==> src/rtl/piso_pkg.sv <==
// piso_pkg: shared state encoding and sizing helper for the piso_shifter
// serialiser and its bit counter.
package piso_pkg;

    // Serialiser states. PAR is only ever entered when the block is built
    // with PISO_PARITY_EN defined.
    typedef enum logic [1:0] {
        IDLE  = 2'd0,
        SHIFT = 2'd1,
        PAR   = 2'd2
    } state_t;

    // Width of a counter that has to reach width-1. A 2-bit word still
    // needs one counter bit, so the result never drops below 1.
    function automatic int cnt_w(input int width);
        return (width <= 2) ? 1 : $clog2(width);
    endfunction

endpackage

==> src/rtl/piso_shifter_if.sv <==
// piso_shifter_if: parallel load handshake plus serial output bundle of the
// piso_shifter. The master side is the upstream register / consumer pair,
// the slave side is the serialiser itself.
interface piso_shifter_if #(
    parameter int WIDTH = 4
) ();

    logic [WIDTH-1:0] a;           // parallel word from the upstream register
    logic             load_valid;  // upstream presents a word on a
    logic             load_ready;  // serialiser accepts a word this cycle
    logic             en;          // shift enable, low stalls the serialiser
    logic             sout;        // serial data bit
    logic             sout_valid;  // sout carries a frame bit
    logic             sof;         // sout carries the first bit of a frame
    logic             busy;        // a frame is in progress

    modport master (
        output a,
        output load_valid,
        output en,
        input  load_ready,
        input  sout,
        input  sout_valid,
        input  sof,
        input  busy
    );

    modport slave (
        input  a,
        input  load_valid,
        input  en,
        output load_ready,
        output sout,
        output sout_valid,
        output sof,
        output busy
    );

endinterface

==> src/rtl/piso_bit_counter.sv <==
// piso_bit_counter: loadable, enable-gated up-counter with a terminal-count
// flag. Tracks which data bit of the frame is currently on the serial line.
module piso_bit_counter #(
    parameter int CNT_W  = 2,
    parameter int TC_VAL = 3
) (
    input  logic             clk,
    input  logic             rst,       // asynchronous, active low
    input  logic             load,      // synchronous load, wins over inc
    input  logic [CNT_W-1:0] load_val,
    input  logic             inc,       // count up by one
    output logic             tc         // counter sits at TC_VAL
);

    localparam logic [CNT_W-1:0] TC = TC_VAL[CNT_W-1:0];

    logic [CNT_W-1:0] cnt;

    // Count register: load has priority, otherwise step when enabled.
    always_ff @(posedge clk or negedge rst) begin
        // NOTE: clocked state always uses non-blocking assignments so every
        // flop samples pre-edge values regardless of block evaluation order.
        if (!rst) begin
            cnt <= '0;
        end else if (load) begin
            cnt <= load_val;
        end else if (inc) begin
            cnt <= cnt + CNT_W'(1);
        end
    end

    assign tc = (cnt == TC);

endmodule

==> src/rtl/piso_shifter.sv <==
// piso_shifter: parallel-in serial-out stage behind the 4-bit PIPO register.
// Takes one WIDTH-bit word per load_valid/load_ready handshake and plays it
// out one bit per enabled clock on sout, with sout_valid and a one-bit sof
// marker. Frames can follow each other with no gap: the word for the next
// frame is accepted on the edge that retires the current frame's last bit.
//
// Build option: define PISO_PARITY_EN to append one even-parity bit (XOR of
// the captured word) after the data bits, making frames WIDTH+1 bits long.
module piso_shifter
    import piso_pkg::*;
#(
    parameter int WIDTH     = 4,     // bits per word, 2..32
    parameter bit MSB_FIRST = 1'b1   // 1: a[WIDTH-1] first, 0: a[0] first
) (
    input logic           clk,
    input logic           rst,       // asynchronous, active low
    piso_shifter_if.slave bus
);

    localparam int CNT_W = cnt_w(WIDTH);

    state_t           state_q;
    state_t           state_d;
    logic [WIDTH-1:0] sreg_q;        // data bits still to be shown on sout
    logic             sout_q;
    logic             sout_valid_q;
    logic             sof_q;

    logic             accept;        // capture bus.a on this edge
    logic             advance;       // move to the next data bit
    logic             drain;         // frame ends with no follow-on word
    logic             ready_c;       // word could be accepted this edge
    logic             last;          // last data bit is on sout

    logic             first_bit;
    logic             next_bit;
    logic [WIDTH-1:0] sreg_load;
    logic [WIDTH-1:0] sreg_shift;

`ifdef PISO_PARITY_EN
    logic             go_par;        // data done, parity bit goes out next
    logic             par_q;         // parity of the captured word
`endif

    // Bit selection depends only on the static bit order. On load the first
    // bit goes straight to sout, so the shift register keeps the rest,
    // already shifted by one position.
    assign first_bit  = MSB_FIRST ? bus.a[WIDTH-1]  : bus.a[0];
    assign next_bit   = MSB_FIRST ? sreg_q[WIDTH-1] : sreg_q[0];
    assign sreg_load  = MSB_FIRST ? (bus.a << 1)    : (bus.a >> 1);
    assign sreg_shift = MSB_FIRST ? (sreg_q << 1)   : (sreg_q >> 1);

    // Index of the data bit on sout; restarts at 0 with every accepted word.
    piso_bit_counter #(
        .CNT_W  (CNT_W),
        .TC_VAL (WIDTH - 1)
    ) u_bit_counter (
        .clk      (clk),
        .rst      (rst),
        .load     (accept),
        .load_val ('0),
        .inc      (advance),
        .tc       (last)
    );

    // State register.
    always_ff @(posedge clk or negedge rst) begin
        if (!rst) begin
            state_q <= IDLE;
        end else begin
            state_q <= state_d;
        end
    end

    // Next state and the datapath action for the coming edge. en only gates
    // progress inside a frame; loading from IDLE never waits for it.
    always_comb begin
        // NOTE: every output of this block gets a default first, so no path
        // through the case can leave one unassigned and infer a latch.
        state_d = state_q;
        accept  = 1'b0;
        advance = 1'b0;
        drain   = 1'b0;
        ready_c = 1'b0;
`ifdef PISO_PARITY_EN
        go_par  = 1'b0;
`endif
        unique case (state_q)
            IDLE: begin
                ready_c = 1'b1;
                if (bus.load_valid) begin
                    accept  = 1'b1;
                    state_d = SHIFT;
                end
            end
            SHIFT: begin
                if (bus.en) begin
                    if (!last) begin
                        advance = 1'b1;
                    end else begin
`ifdef PISO_PARITY_EN
                        go_par  = 1'b1;
                        state_d = PAR;
`else
                        // Last data bit retires: take a waiting word now so
                        // its first bit follows without a gap.
                        ready_c = 1'b1;
                        if (bus.load_valid) begin
                            accept  = 1'b1;
                            state_d = SHIFT;
                        end else begin
                            drain   = 1'b1;
                            state_d = IDLE;
                        end
`endif
                    end
                end
            end
`ifdef PISO_PARITY_EN
            PAR: begin
                // Parity bit retires: same back-to-back rule as above.
                if (bus.en) begin
                    ready_c = 1'b1;
                    if (bus.load_valid) begin
                        accept  = 1'b1;
                        state_d = SHIFT;
                    end else begin
                        drain   = 1'b1;
                        state_d = IDLE;
                    end
                end
            end
`endif
            default: begin
                state_d = IDLE;
            end
        endcase
    end

    // Shift register and registered serial outputs. With no action selected
    // (stall, or idle without a load) everything simply holds.
    always_ff @(posedge clk or negedge rst) begin
        if (!rst) begin
            sreg_q       <= '0;
            sout_q       <= 1'b0;
            sout_valid_q <= 1'b0;
            sof_q        <= 1'b0;
        end else if (accept) begin
            sreg_q       <= sreg_load;
            sout_q       <= first_bit;
            sout_valid_q <= 1'b1;
            sof_q        <= 1'b1;
        end else if (advance) begin
            sreg_q       <= sreg_shift;
            sout_q       <= next_bit;
            sof_q        <= 1'b0;
`ifdef PISO_PARITY_EN
        end else if (go_par) begin
            sout_q       <= par_q;
            sof_q        <= 1'b0;
`endif
        end else if (drain) begin
            sout_q       <= 1'b0;
            sout_valid_q <= 1'b0;
            sof_q        <= 1'b0;
        end
    end

`ifdef PISO_PARITY_EN
    // Even parity of the word, fixed at capture time so the shifting data
    // does not disturb it.
    always_ff @(posedge clk or negedge rst) begin
        if (!rst) begin
            par_q <= 1'b0;
        end else if (accept) begin
            par_q <= ^bus.a;
        end
    end
`endif

    // load_ready is held low throughout reset even though the state
    // register already reads IDLE.
    assign bus.load_ready = rst & ready_c;
    assign bus.sout       = sout_q;
    assign bus.sout_valid = sout_valid_q;
    assign bus.sof        = sof_q;
    assign bus.busy       = (state_q != IDLE);

endmodule
==> src/flat_wrapper.sv <==
// flat-port wrapper written by rule: the top's interface ports become plain ports
module piso_shifter_flat import piso_pkg::*;
#(
    parameter int WIDTH     = 4,                            
    parameter bit MSB_FIRST = 1'b1                                        
)
  (clk, rst, bus_a, bus_load_valid, bus_en, bus_load_ready, bus_sout, bus_sout_valid, bus_sof, bus_busy);
  piso_shifter_if #(.WIDTH(WIDTH)) bus_i ();
  input logic clk;
  input logic rst;
  input wire logic [$bits(bus_i.a)-1:0] bus_a;
  input wire logic [$bits(bus_i.load_valid)-1:0] bus_load_valid;
  input wire logic [$bits(bus_i.en)-1:0] bus_en;
  output wire logic [$bits(bus_i.load_ready)-1:0] bus_load_ready;
  output wire logic [$bits(bus_i.sout)-1:0] bus_sout;
  output wire logic [$bits(bus_i.sout_valid)-1:0] bus_sout_valid;
  output wire logic [$bits(bus_i.sof)-1:0] bus_sof;
  output wire logic [$bits(bus_i.busy)-1:0] bus_busy;
  assign bus_i.a = bus_a;
  assign bus_i.load_valid = bus_load_valid;
  assign bus_i.en = bus_en;
  assign bus_load_ready = bus_i.load_ready;
  assign bus_sout = bus_i.sout;
  assign bus_sout_valid = bus_i.sout_valid;
  assign bus_sof = bus_i.sof;
  assign bus_busy = bus_i.busy;
  piso_shifter #(.WIDTH(WIDTH), .MSB_FIRST(MSB_FIRST)) u_core (.clk(clk), .rst(rst), .bus(bus_i));
endmodule
==> config.mk <==
export PLATFORM = sky130hd
export DESIGN_NAME = piso_shifter_flat
export DESIGN_NICKNAME = d
export VERILOG_FILES = /design/src/rtl/piso_pkg.sv /design/src/rtl/piso_shifter_if.sv /design/src/rtl/piso_bit_counter.sv /design/src/rtl/piso_shifter.sv /design/src/flat_wrapper.sv
export SDC_FILE = /design/constraint.sdc
export NUM_CORES = 1
export LEC_CHECK = 0
export CAP_MARGIN = 20
export CORE_AREA = 4 4 41 43
export CTS_CLUSTER_SIZE = 28
export DETAILED_ROUTE_END_ITERATION = 16
export DIE_AREA = 0 0 45 47
export SLEW_MARGIN = 20
export SYNTH_ARGS = -nofsm -noshare
export SYNTH_HDL_FRONTEND = slang
export SYNTH_HIERARCHICAL = 1
export SYNTH_SLANG_ARGS = --single-unit
==> constraint.sdc <==
create_clock -name clk -period 1.6 [get_ports clk]
set_input_delay 0.48 -clock clk [delete_from_list [all_inputs] [get_ports clk]]
set_output_delay 0.48 -clock clk [all_outputs]
set_load 0.03 [all_outputs]
**After elaboration in Yosys (flattened, before gate mapping)**

Cells that the tools add are included.

- Register bits after elaboration: 11
- Output and inout bits: 5

- Reduce and logical (&&, ||, !) cells: 7
- Multiplexer cells: 30
- Bitwise logic cells: 1
- Add/sub/neg operators: 1
- Eq/ne operators: 6

Operator list:

| kind | count |
|---|---|
| 1-bit 2-to-1 mux | 20 |
| 2-bit 2-to-1 mux | 5 |
| 4-bit 2-to-1 mux | 2 |
| 2-bit nonzero test | 3 |
| 2-bit by 1-bit inequality test with 1-bit output (second input constant) | 2 |
| 2-bit inequality test (second input constant) | 2 |
| 1-bit one-hot mux with 2 select lines | 2 |
| 2-bit one-hot mux with 2 select lines | 1 |
| 3-bit AND reduction | 1 |
| 3-bit nonzero test | 1 |
| 2-bit by 1-bit adder with 2-bit output (second input constant) | 1 |
| 2-bit by 1-bit == test with 1-bit output (second input constant) | 1 |
| 2-bit == test (second input constant) | 1 |
| 2-bit logical NOT | 1 |
| 2-bit AND reduction | 1 |
| 1-bit AND | 1 |

**Longest topological paths before layout**

- Depth after elaboration: 7
- Depth in mapped cells: 5
- Gate-level depth less buffers: 5

**Modules after synthesis**

The synthesis kept the hierarchy.

By module, submodules not included:

| module | cells an instance | instances | area an instance (um2) |
|---|---|---|---|
| piso_shifter | 36 | 1 | 360.3 |
| piso_bit_counter | 9 | 1 | 98.8 |

**Least setup slack after synthesis**

OpenSTA, ideal clock, no wires.

- Kind: register -> output
- Start point: register u_core.state_q[0]
- End point: output port bus_load_ready
- Arrival time: 1.091 ns
- Stages on the path, launching flop included: 3
- Path slack: 0.029 ns
- Data required time: 1.120 ns
- Path buffers: 0
- Path through: dfrtp_1 > a21bo_4 > and2_2

- Cells in the longest elaborated chain, start to end: 3
- Elaborated cells between the ends (all ways): 4
- Classes of those cells: 1 x eq/ne; 1 x mux; 1 x bitwise; 1 x reduce/logical

Ends and longest elaborated chain:

| item | RTL line | text |
|---|---|---|
| from (decl) | piso_shifter.sv:22 | `state_t state_q;` |
| from (signal assigned) | piso_shifter.sv:71 | `state_q <= state_d;` |
| 2-bit by 1-bit == test with 1-bit output / 2-bit logical NOT (equally long branches) | piso_shifter.sv:88 | `unique case (state_q)` |
| 1-bit one-hot mux with 2 select lines * | piso_shifter.sv:88 |  |
| 1-bit AND * | piso_shifter.sv:183 | `assign bus.load_ready = rst & ready_c;` |
| to (decl) | flat_wrapper.sv:14 | `output wire logic [$bits(bus_i.load_ready)-1:0] bus_load_ready;` |

Mark *: on every way between the ends. The rest lies on a longest branch, timed or not.

**Final worst setup path**

- Start point: register u_core.u_bit_counter.cnt[0]
- End point: output port bus_load_ready

- Cells in the longest elaborated chain, start to end: 5

Ends and longest elaborated chain:

| item | RTL line | text |
|---|---|---|
| from (decl) | piso_bit_counter.sv:17 | `logic [CNT_W-1:0] cnt;` |
| from (signal assigned) | piso_bit_counter.sv:26 | `cnt <= load_val;` |
| from (signal assigned) | piso_bit_counter.sv:28 | `cnt <= cnt + CNT_W'(1);` |
| 2-bit == test | piso_bit_counter.sv:32 | `assign tc = (cnt == TC);` |
| via u_core.last | piso_shifter.sv:33 | `logic last;` |
| 1-bit 2-to-1 mux | piso_shifter.sv:98 | `if (!last) begin` |
| 1-bit 2-to-1 mux | piso_shifter.sv:97 | `if (bus.en) begin` |
| 1-bit one-hot mux with 2 select lines | piso_shifter.sv:88 |  |
| 1-bit AND | piso_shifter.sv:183 |  |

The timed path passes the listed nets, and every way through them passes these cells.

==> results.txt <==
* Result of the run: finished, violations left
- The checks that failed: setup timing.
- Worst setup skew after layout: approximately 0.0030 ns
- The path class of the tightest hold or removal check is reg2reg.
- Worst reg-to-reg setup slack: roughly 0.070 ns
- Dpl ws: -0.3635 ns
* Maximum cell stage delay along the critical path: 0.39 ns
* Critical Path Sink: bus_load_ready
- TritonCTS Buffers: 3
* Setup Buffers After CTS: 0
- In this run the worst setup path begins at u_core/u_bit_counter/cnt[0]$_DFFE_PN0P_.
- Detailed placement ended at an HPWL of 790.1 um.
- CTS tree: done
- Total routing usage reported by global routing: approximately an eighth
- In the routed layout, each cell is associated on average with a via count of 4.862.
* Crit-path cells: ha_2 -> a21bo_4 -> and2_4 -> buf_6
- With fillers left out, the area of the finished cells amounts to 711.9 sq um.
- Combined area of all synthesized cells: about 460 sq um
- For this design, the sink count on the clock tree is 9.
- Leaving out fill and tap cells, the most frequent cell in the layout is sky130_fd_sc_hd__buf_4.
* Most instantiated flip-flop cell in the synthesis netlist: sky130_fd_sc_hd__dfrtp_1
* Worst path required time: 1.12 ns
- Count of vias placed by the detailed router: between 400 and 500
- For this run, the detailed router's first-pass iteration total came to 5.
- Boundary pin count: 13
- Clock latency of the later-clocked register in the worst-skew pair: 0.26 ns
* Maxcap violations: 0
* Count of unresolved DRC violations after routing: 0
- The worst setup path is captured at an output port.
* Power per cell area: 1582 nW/um^2
- Seq/Total Area, Yosys: 49.05%
- Total setup violations reported at the end of the flow: 1
- Buffers from clock root to sink, at most: 2
* Area added between synthesis and finish: 55.04%
- Fraction of layout instances using a drive strength above 1: 31.94%
- In this run the critical register-to-register path is launched from u_core/u_bit_counter/cnt[0]$_DFFE_PN0P_.
- The detailed router finished its first iteration with 13 violations.
* Post-DRT Antenna Nets: 0
- Total placed instance area: approximately 680 sq um
- Maximum net fanout on the critical path: 2
* Aggregate routed wire length: 1.071 mm
- X dimension of the die: 45 um
- Core Box Area: 1301 sq um
* Final worst slack: -0.2214 ns
* Hold Buf Count CTS: 0
- The critical path is of the reg2out type.
- VDD sags by at most 0.7987 mV.
- Data arrives at the worst endpoint at 1.34 ns.
- The floorplan has 13 rows.
- Clock period minus final worst setup slack: approximately 1.8 ns
- Reg-to-reg endpoint: u_core/sreg_q[2]$_DFFE_PN0P_
- Clock-pin slew was measured on the worst setup and hold paths at 0.06 ns.
- Dividing the detail-routed wire length by the instance count gives 12.31 um.
* Pin count of the biggest net entering global routing: 10
- Setup TNS after final layout: -0.2214 ns
* Clock root cell: sky130_fd_sc_hd__clkbuf_4
- Effective utilization at floorplan: about a third
- Level count of the clock H-tree: 1
- Setup repair after global routing could not meet its margin everywhere.
- Wire length of the first global-routing pass: 1.780 mm
- The top cell types in the final layout, fill and taps aside, are sky130_fd_sc_hd__buf_4 (13), sky130_fd_sc_hd__dfrtp_1 (9), sky130_fd_sc_hd__clkdlybuf4s50_1 (6).
* Max-slew violation count: 0
- For this run, the number of Yosys warnings is 6.
- A synthesized cell averages slightly above 10 sq um.
- Grt total ovfl: 0
* Diodes inserted: 0
- After the last flow step, the layout net total stands at 82.
* Via count of the first global-routing pass: roughly 430
* Initial antenna violation count: 0
- Counting distinct cell types in the post-synthesis netlist gives 25.
* Number of hold violations in the final report: 0
* Critical Path Source Type: flop
* Die Footprint: 2115 sq um
- Port Buf Inserts: 12
* Routability Congestion: between 0.7 and 0.8
- Of the available clock period, the critical path in the final layout requires 113.8%.
- Critical-path top delay cell: sky130_fd_sc_hd__dfrtp_1
- Total of flip-flops plus latches after synthesis: 9
- Highest achievable clock rate: 0.5490 GHz
* Number of synthesized flops with an enable pin: 0
* Cells on worst reg2reg path: 5
* Chip Height: 47 um
- Counting flops with an async set or reset pin after synthesis yields a share of 100.0%.
- The analysis attributes to cell leakage a power of between 0.3 and 0.4 nW.
- Synthesis produced a netlist whose cell count is 45.
-- how the worst min path moves through the flow --
stage,from,depth (start not counted),endpoint
3_3_place_gp,u_core/sreg_q[2]$_DFFE_PN0P_,1,u_core/sreg_q[2]$_DFFE_PN0P_
2_1_floorplan,rst,0,u_core/bus.sof$_DFFE_PN0P_
5_1_grt,u_core/sreg_q[2]$_DFFE_PN0P_,1,u_core/sreg_q[2]$_DFFE_PN0P_
6_report,u_core/sreg_q[2]$_DFFE_PN0P_,1,u_core/sreg_q[2]$_DFFE_PN0P_
3_5_place_dp,u_core/sreg_q[2]$_DFFE_PN0P_,1,u_core/sreg_q[2]$_DFFE_PN0P_
4_1_cts,u_core/sreg_q[2]$_DFFE_PN0P_,1,u_core/sreg_q[2]$_DFFE_PN0P_
-- state kept, by name, summed over array words and instances, names as in the netlist --
signal / flops
u_core/u_bit_counter/cnt: 2
u_core/bus.sout: 1
u_core/state_q: 1
u_core/bus.sout_valid: 1
u_core/sreg_q: 3
u_core/bus.sof: 1
-- power by group --
group	internal (W)	switching, W
combinational	0.000295	0.000285
clock	0.0000963	0.0000822
sequential	0.000318	0.0000496
total	0.000710	0.000416
-- through the flow --
| stage | hold slack [ns] | power (W) | instances | util (%) |
|---|---|---|---|---|
| after floorplan | 0.1844 | 0.0007126 | 46 | - |
| after detailed placement | 0.4993 | 0.0009551 | 83 | 52.12 |
| final | 0.5120 | 0.001126 | 87 | 54.71 |
| after global placement | 0.4927 | 0.0009377 | 83 | 52.12 |
| after CTS | 0.5130 | 0.001135 | 87 | 54.42 |
| after global routing | 0.5291 | 0.001211 | 87 | 54.71 |
-- synth_stat cells, drive strengths merged, types with 2 or more instances --
cell type | n | area, sq um
dfrtp | 9 | 225.2
inv | 2 | 7.510
nand2 | 4 | 15.01
nor2 | 2 | 7.510
o21ai | 3 | 15.01
a21oi | 2 | 10.01
mux2i | 2 | 20.02
nand3 | 3 | 15.01
a221o | 2 | 20.02
and2 | 4 | 28.78
-- kinds of logic after synthesis --
family / synth area share (%)
adders and majority gates: 2.724
other: 0.8167
muxes: 4.360
buffers and inverters: 3.541
DFF: 49.05
AOI/OAI and AO/OA: 18.26
and+or+nand+nor: 19.35
xor gates and xnor gates: 1.908
-- layer usage --
| metal | GRT usage [%] | part of all wire, % |
|---|---|---|
| met1 | 13.32 | 45 |
| met2 | 21.19 | 44 |
| met3 | 3.831 | 9.2 |
| met4 | 7.018 | 0.93 |
| met5 | 0 | 0 |
-- critical path, delay by kind of cell (launching register included) --
family,cells,cell delay (ns)
flip-flops,1,0.39
AO/OA/AOI/OAI,1,0.21
adder cells (fa/ha/maj),1,0.20
AND/OR/NAND/NOR,1,0.15
buffers and inverters,1,0.13
-- final cells by class --
class	instances	area, sq um
fill	142	589.3
multi-input combinational	33	230.2
sequential	9	225.2
timing repair buffer	24	203.9
clock buffer	4	26.28
tap	15	18.77
inverter	2	7.507
-- what timing repair did --
item,CTS,global route
hold endpoints to repair,0,0
resized for setup,8,1
cloned,0,0
setup endpoints to repair,7,3
pin swaps,2,3
Power figures use the tool's default switching activity.
